File: config.mk
export PLATFORM = sky130hd
export DESIGN_NAME = gray_step_decoder
export DESIGN_NICKNAME = d
export VERILOG_FILES = /design/src/rtl/gray_step_decoder.sv
export SDC_FILE = /design/constraint.sdc
export NUM_CORES = 1
export LEC_CHECK = 0
export CORE_UTILIZATION = 55
export DETAILED_ROUTE_END_ITERATION = 6
export GPL_TIMING_DRIVEN = 0
export PLACE_DENSITY = 0.9
export RECOVER_POWER = 25
export SLEW_MARGIN = 20
export SYNTH_ARGS = -nofsm -noshare
export SYNTH_HDL_FRONTEND = slang
export SYNTH_SLANG_ARGS = --single-unit
File: constraint.sdc
create_clock -name clk -period 4.9 [get_ports clk]
set_input_delay 0.98 -clock clk [delete_from_list [all_inputs] [get_ports clk]]
set_output_delay 0.98 -clock clk [all_outputs]
set_load 0.02 [all_outputs]
File: src/rtl/gray_step_decoder.sv
// gray_step_decoder
// Receive end of a Gray-coded counter link. The asynchronous Gray bus is
// brought into the clk domain through a two-flop synchroniser and debounced
// by a stability filter. Each accepted value is decoded to binary and
// classified as an up step, a down step or an illegal jump. A signed
// position accumulator and a saturating error counter are kept alongside.

module gray_step_decoder #(
  parameter int WIDTH         = 4,
  parameter int STABLE_CYCLES = 1000,
  parameter int POS_WIDTH     = 16
) (
  input  logic                 clk,
  input  logic                 rst,
  input  logic [WIDTH-1:0]     gray_in,
  output logic [WIDTH-1:0]     binary_out,
  output logic                 step_valid,
  output logic                 step_up,
  output logic                 step_err,
  output logic [POS_WIDTH-1:0] position,
  output logic [7:0]           err_count
);

  // The stability counter only has to reach STABLE_CYCLES-1, so it is sized
  // for that value; a one-cycle window still needs a one-bit counter.
  localparam int CNT_W = (STABLE_CYCLES > 1) ? $clog2(STABLE_CYCLES) : 1;
  localparam logic [CNT_W-1:0] CNT_MAX = CNT_W'(STABLE_CYCLES - 1);

  localparam logic [WIDTH-1:0] DIFF_UP   = WIDTH'(1);
  localparam logic [WIDTH-1:0] DIFF_DOWN = '1;

  typedef enum logic {
    ST_INIT,
    ST_TRACK
  } state_t;

  state_t state, state_next;

  logic [WIDTH-1:0] sync1, sync2;
  logic [WIDTH-1:0] cand;
  logic [CNT_W-1:0] cnt;
  logic [WIDTH-1:0] accepted;

  logic [WIDTH-1:0]     cand_bin;
  logic [WIDTH-1:0]     diff;
  logic                 stable;
  logic                 accept;
  logic                 load;
  logic                 step_valid_next;
  logic                 step_err_next;
  logic                 step_up_next;
  logic [POS_WIDTH-1:0] position_next;
  logic [7:0]           err_count_next;

  // Gray to binary: each binary bit is the XOR of all Gray bits at or above it.
  function automatic logic [WIDTH-1:0] gray2bin(input logic [WIDTH-1:0] g);
    logic [WIDTH-1:0] b;
    b[WIDTH-1] = g[WIDTH-1];
    for (int i = WIDTH - 2; i >= 0; i--) begin
      b[i] = b[i+1] ^ g[i];
    end
    return b;
  endfunction

  // Two-flop synchroniser for the asynchronous Gray bus, nothing in between.
  always_ff @(posedge clk or posedge rst) begin
    if (rst) begin
      sync1 <= '0;
      sync2 <= '0;
    end else begin
      sync1 <= gray_in;
      sync2 <= sync1;
    end
  end

  // Debounce: restart the window whenever the synced value moves, otherwise
  // count up and park at the top once the value has held long enough.
  always_ff @(posedge clk or posedge rst) begin
    if (rst) begin
      cand <= '0;
      cnt  <= '0;
    end else if (sync2 != cand) begin
      cand <= sync2;
      cnt  <= '0;
    end else if (cnt < CNT_MAX) begin
      cnt <= cnt + CNT_W'(1);
    end
  end

  // Step classification and next-value computation for every tracked output.
  always_comb begin
    cand_bin        = gray2bin(cand);
    diff            = cand_bin - binary_out;
    stable          = (cnt == CNT_MAX);
    accept          = stable && ((cand != accepted) || (state == ST_INIT));
    state_next      = state;
    load            = 1'b0;
    step_valid_next = 1'b0;
    step_err_next   = 1'b0;
    step_up_next    = step_up;
    position_next   = position;
    err_count_next  = err_count;
    case (state)
      ST_INIT: begin
        if (accept) begin
          load       = 1'b1;
          state_next = ST_TRACK;
        end
      end
      ST_TRACK: begin
        if (accept) begin
          load = 1'b1;
          if (diff == DIFF_UP) begin
            step_valid_next = 1'b1;
            step_up_next    = 1'b1;
            position_next   = position + POS_WIDTH'(1);
          end else if (diff == DIFF_DOWN) begin
            step_valid_next = 1'b1;
            step_up_next    = 1'b0;
            position_next   = position - POS_WIDTH'(1);
          end else begin
            step_err_next  = 1'b1;
            err_count_next = (err_count == 8'hFF) ? err_count : err_count + 8'd1;
          end
        end
      end
      default: state_next = ST_INIT;
    endcase
  end

  // FSM state register.
  always_ff @(posedge clk or posedge rst) begin
    if (rst) begin
      state <= ST_INIT;
    end else begin
      state <= state_next;
    end
  end

  // Output and tracking registers; pulses fall back to zero every cycle.
  always_ff @(posedge clk or posedge rst) begin
    if (rst) begin
      accepted   <= '0;
      binary_out <= '0;
      step_valid <= 1'b0;
      step_up    <= 1'b0;
      step_err   <= 1'b0;
      position   <= '0;
      err_count  <= '0;
    end else begin
      if (load) begin
        accepted   <= cand;
        binary_out <= cand_bin;
      end
      step_valid <= step_valid_next;
      step_err   <= step_err_next;
      step_up    <= step_up_next;
      position   <= position_next;
      err_count  <= err_count_next;
    end
  end

endmodule

==> metrics.log <==
[metrics] number of top-level pins: 37
[metrics] sequence of cells on the critical path: xor2_2 -> xor2_2 -> xnor2_1 -> ha_1 -> and3b_2 -> or3_4 -> and2_1 -> or3_4 -> ha_1 -> a211o_1 -> a21oi_1 -> a21oi_1 -> a31oi_2 -> o31ai_1 -> a31oi_1 -> xnor2_1
[metrics] CP required: 5160 ps
[metrics] num rows: 26
[metrics] final period demand of the worst path: 4630 ps
[metrics] worst max-slew margin expressed relative to the limit: -61.4%
[metrics] share of layout cells above drive strength 1: 11.6%
[metrics] Sink Count: 57
[metrics] slew at the pin closest to its max-slew limit: 2410 ps
[metrics] cts bufs inserted: 9
[metrics] Synth Register Bits: between 50 and 60
[metrics] family with the most delay on the worst path: compound AO/OA/AOI/OAI gates
[metrics] HPWL after DPL: 4330 um
[metrics] Final Cycle Share: 94.4%
[metrics] highest cell delay on the worst timing path: 490 ps
[metrics] pwr/cell area: ~290 nW/um^2
[metrics] final count of negative-setup-slack endpoints: 0
[metrics] number of hold violations in the final report: 0
[metrics] average via count per standard cell: 5.75
[metrics] max-slew violations: 58
[metrics] number of DRC violations after detailed-routing iteration 0: 125
[metrics] post-place instance area: 3540 sq um
[metrics] average wire per standard cell: 15.4 um
[metrics] Max Cap Violations: 1
[metrics] CTS Hold Buffers Added: 0
[metrics] highest-count cells in the layout ignoring fill and taps: 57 x sky130_fd_sc_hd__dfrtp_1, 36 x sky130_fd_sc_hd__nand2_1, 31 x sky130_fd_sc_hd__clkdlybuf4s50_1
[metrics] Buffers on Ports: 36
[metrics] top cell type's share of synthesized area: 46.1%
[metrics] wire length reported by the detailed router: roughly 6500 um
[metrics] nature of the critical path endpoint: flip-flop
[metrics] fin nets: around 380
[metrics] share of synthesized registers carrying an async set or reset: 100%
[metrics] Antenna Nets Post-Route: 0
[metrics] RD Place Congestion: 0.866
[metrics] worst skew pair latency: 340 ps
[metrics] initial antenna violation count: 0
[metrics] overflow left after global routing: 0
[metrics] number of design rule violations left after detail routing: 0
[metrics] worst setup slack before clock tree synthesis: 237 ps
[metrics] first-pass GRT wire length: 11200 um
[metrics] Std-Cell Core Area: 5270 sq um
[metrics] y dimension of the die: 77.0 um
[metrics] number of buffers on the longest clock path: 2
[metrics] library cell used as clock root buffer: sky130_fd_sc_hd__clkbuf_8
[metrics] critical path peak fanout: 17
[metrics] outcome: finished, violations left
[metrics] summed area of non-filler cells in the final layout: roughly 3800 sq um
[metrics] area of the die: ~5900 sq um
[metrics] via count of the first global-routing pass: 2437
[metrics] largest area contributor in the synthesized netlist: sky130_fd_sc_hd__dfrtp_1
[metrics] final hold slack: between 300 and 400 ps
[metrics] biggest area contributors in the synthesized netlist: sky130_fd_sc_hd__dfrtp_1 46%, sky130_fd_sc_hd__ha_1 8.1%, sky130_fd_sc_hd__xnor2_1 5.9%
[metrics] type of the worst setup path: reg -> reg
[metrics] post-synthesis instance area: between 3000 and 4000 sq um
[metrics] number of H-tree branching levels: 3
[metrics] DR pass1 iterations: 4
[metrics] All-Layer GR Usage: 24.4%
[metrics] pin count of the biggest net entering global routing: 58
[metrics] most common cell after layout, fill and taps aside: sky130_fd_sc_hd__dfrtp_1
[metrics] data arrival time of the worst path: 4880 ps
[metrics] Initial Utilization: between 50% and 60%
[metrics] count of distinct cell types in the synthesized netlist: 46
[metrics] final antenna diode count: 0
[metrics] Bufs and invs on worst path: 0
[metrics] worst clock skew on the final layout: 7.18 ps
[metrics] peak clock frequency supported by timing: around 220 MHz
[metrics] largest voltage drop on the vdd net: slightly above 0.2 mV
[metrics] violations in the final reports: max-capacitance violations, max-slew violations
[metrics] net count after synthesis: 331
[metrics] Die X: 77.0 um
[metrics] via count: between 2k and 2.5k
[metrics] Worst Setup Start Kind: flip-flop
[metrics] Synth Flop Type: sky130_fd_sc_hd__dfrtp_1
[metrics] library cell contributing the largest single delay on the critical path: sky130_fd_sc_hd__or3_4
[metrics] static leakage: 1.73 nW
[metrics] sequential share of the synthesized area: 46.1%
[metrics] PnR worst setup slack: about 270 ps
[metrics] TritonCTS clock tree: built
[metrics] number of enable flip-flop cells after synthesis: 0
[metrics] synthesis-to-layout area growth: 22.5%
[metrics] synthesis warning total: 0
[metrics] Clock Pin Slew Worst Setup and Hold Paths: 60 ps
[metrics] min-delay worst type: reg -> reg
[metrics] number of standard cells after synthesis: around 300
[metrics] syn avg cell area: 10.2 sq um
## state kept, by name, summed over array words and instances, names as in the netlist
signal / cells
binary_out: 4
state: 1
position: 16
sync1: 4
cnt: 10
step_valid: 1
sync2: 4
step_up: 1
cand: 4
step_err: 1
accepted: 3
err_count: 8
## kinds of logic (layout without fill, tap and decap cells)
family	Yosys count	in the layout	synth area share, %
fa+ha+maj	22	22	9.38
mux	7	7	2.51
simple gates	98	98	16.3
buf+inv	16	67	2.22
xor+xnor	38	38	10.8
flops	57	57	46.1
compound gates	65	65	12.8
## power breakdown
part,switching (mW),total [mW],internal [mW]
logic,0.0586,0.0982,0.0396
registers,0.00556,0.482,0.476
clock network,0.186,0.534,0.349
total,0.250,1.11,0.864
## through the flow
stage	instances	power (mW)	TNS [ps]	util (%)
after floorplan	303	0.563	0	-
after global placement	409	0.579	0	67.2
after detailed placement	409	0.585	0	67.3
after CTS	424	1.12	0	71.8
after global routing	424	1.15	-5.57	71.9
final	424	1.11	0	71.9
## synthesized netlist by cell type (2+ instances only)
master	number
sky130_fd_sc_hd__o21a_1	2
sky130_fd_sc_hd__buf_2	3
sky130_fd_sc_hd__nor2b_1	4
sky130_fd_sc_hd__nand2_1	36
sky130_fd_sc_hd__nand4_1	3
sky130_fd_sc_hd__xnor2_1	21
sky130_fd_sc_hd__o21ai_0	11
sky130_fd_sc_hd__a31oi_1	4
sky130_fd_sc_hd__o211ai_1	4
sky130_fd_sc_hd__mux2_2	6
sky130_fd_sc_hd__and3_1	5
sky130_fd_sc_hd__clkbuf_1	4
sky130_fd_sc_hd__ha_1	20
sky130_fd_sc_hd__a21o_1	3
sky130_fd_sc_hd__inv_1	7
sky130_fd_sc_hd__fa_1	2
sky130_fd_sc_hd__a21o_2	2
sky130_fd_sc_hd__o21ai_1	14
sky130_fd_sc_hd__a211oi_1	2
sky130_fd_sc_hd__or3_4	2
sky130_fd_sc_hd__nor2_1	20
sky130_fd_sc_hd__nand2b_1	4
sky130_fd_sc_hd__a21oi_1	17
sky130_fd_sc_hd__xor2_1	17
sky130_fd_sc_hd__nand3_1	13
sky130_fd_sc_hd__dfrtp_1	57
## final cells by class
class                           count  area, sq um
Clock buffer                       10          138
Tap cell                           70         87.6
Fill cell                         401         1480
Multi-Input combinational cell    230         1610
Buffer                              8         37.5
Clock inverter                      5          104
Sequential cell                    57         1430
Timing Repair Buffer               36          360
Inverter                            8         32.5
## metal layers
layer / GRT usage [%] / vias up / routed length [um]
met3: 5.71 / 21 / 283
li1: - / 1143 / -
met2: 41.5 / 70 / 3280
met5: 0 / - / 0
met1: 28.3 / 1202 / 2730
met4: 13.6 / 0 / 213
## worst paths after layout
path	depth (start not counted)	slack (ps)	startpoint	to
max in group asynchronous	2	2060	rst	position[4]
worst min register to register	0	350	sync1[3]	sync2[3]
worst min-delay path	0	350	sync1[3]	sync2[3]
min in group asynchronous	2	1760	rst	err_count[6]
worst max register to register	16	270	cand[2]	position[15]
worst max-delay path	16	270	cand[2]	position[15]
## repair_timing
action / in CTS / in global routing
setup buffers: 0 / 0
endpoints found under the setup margin: 0 / 3
gates resized for setup: 0 / 3
(Power assumes the default switching activity.)
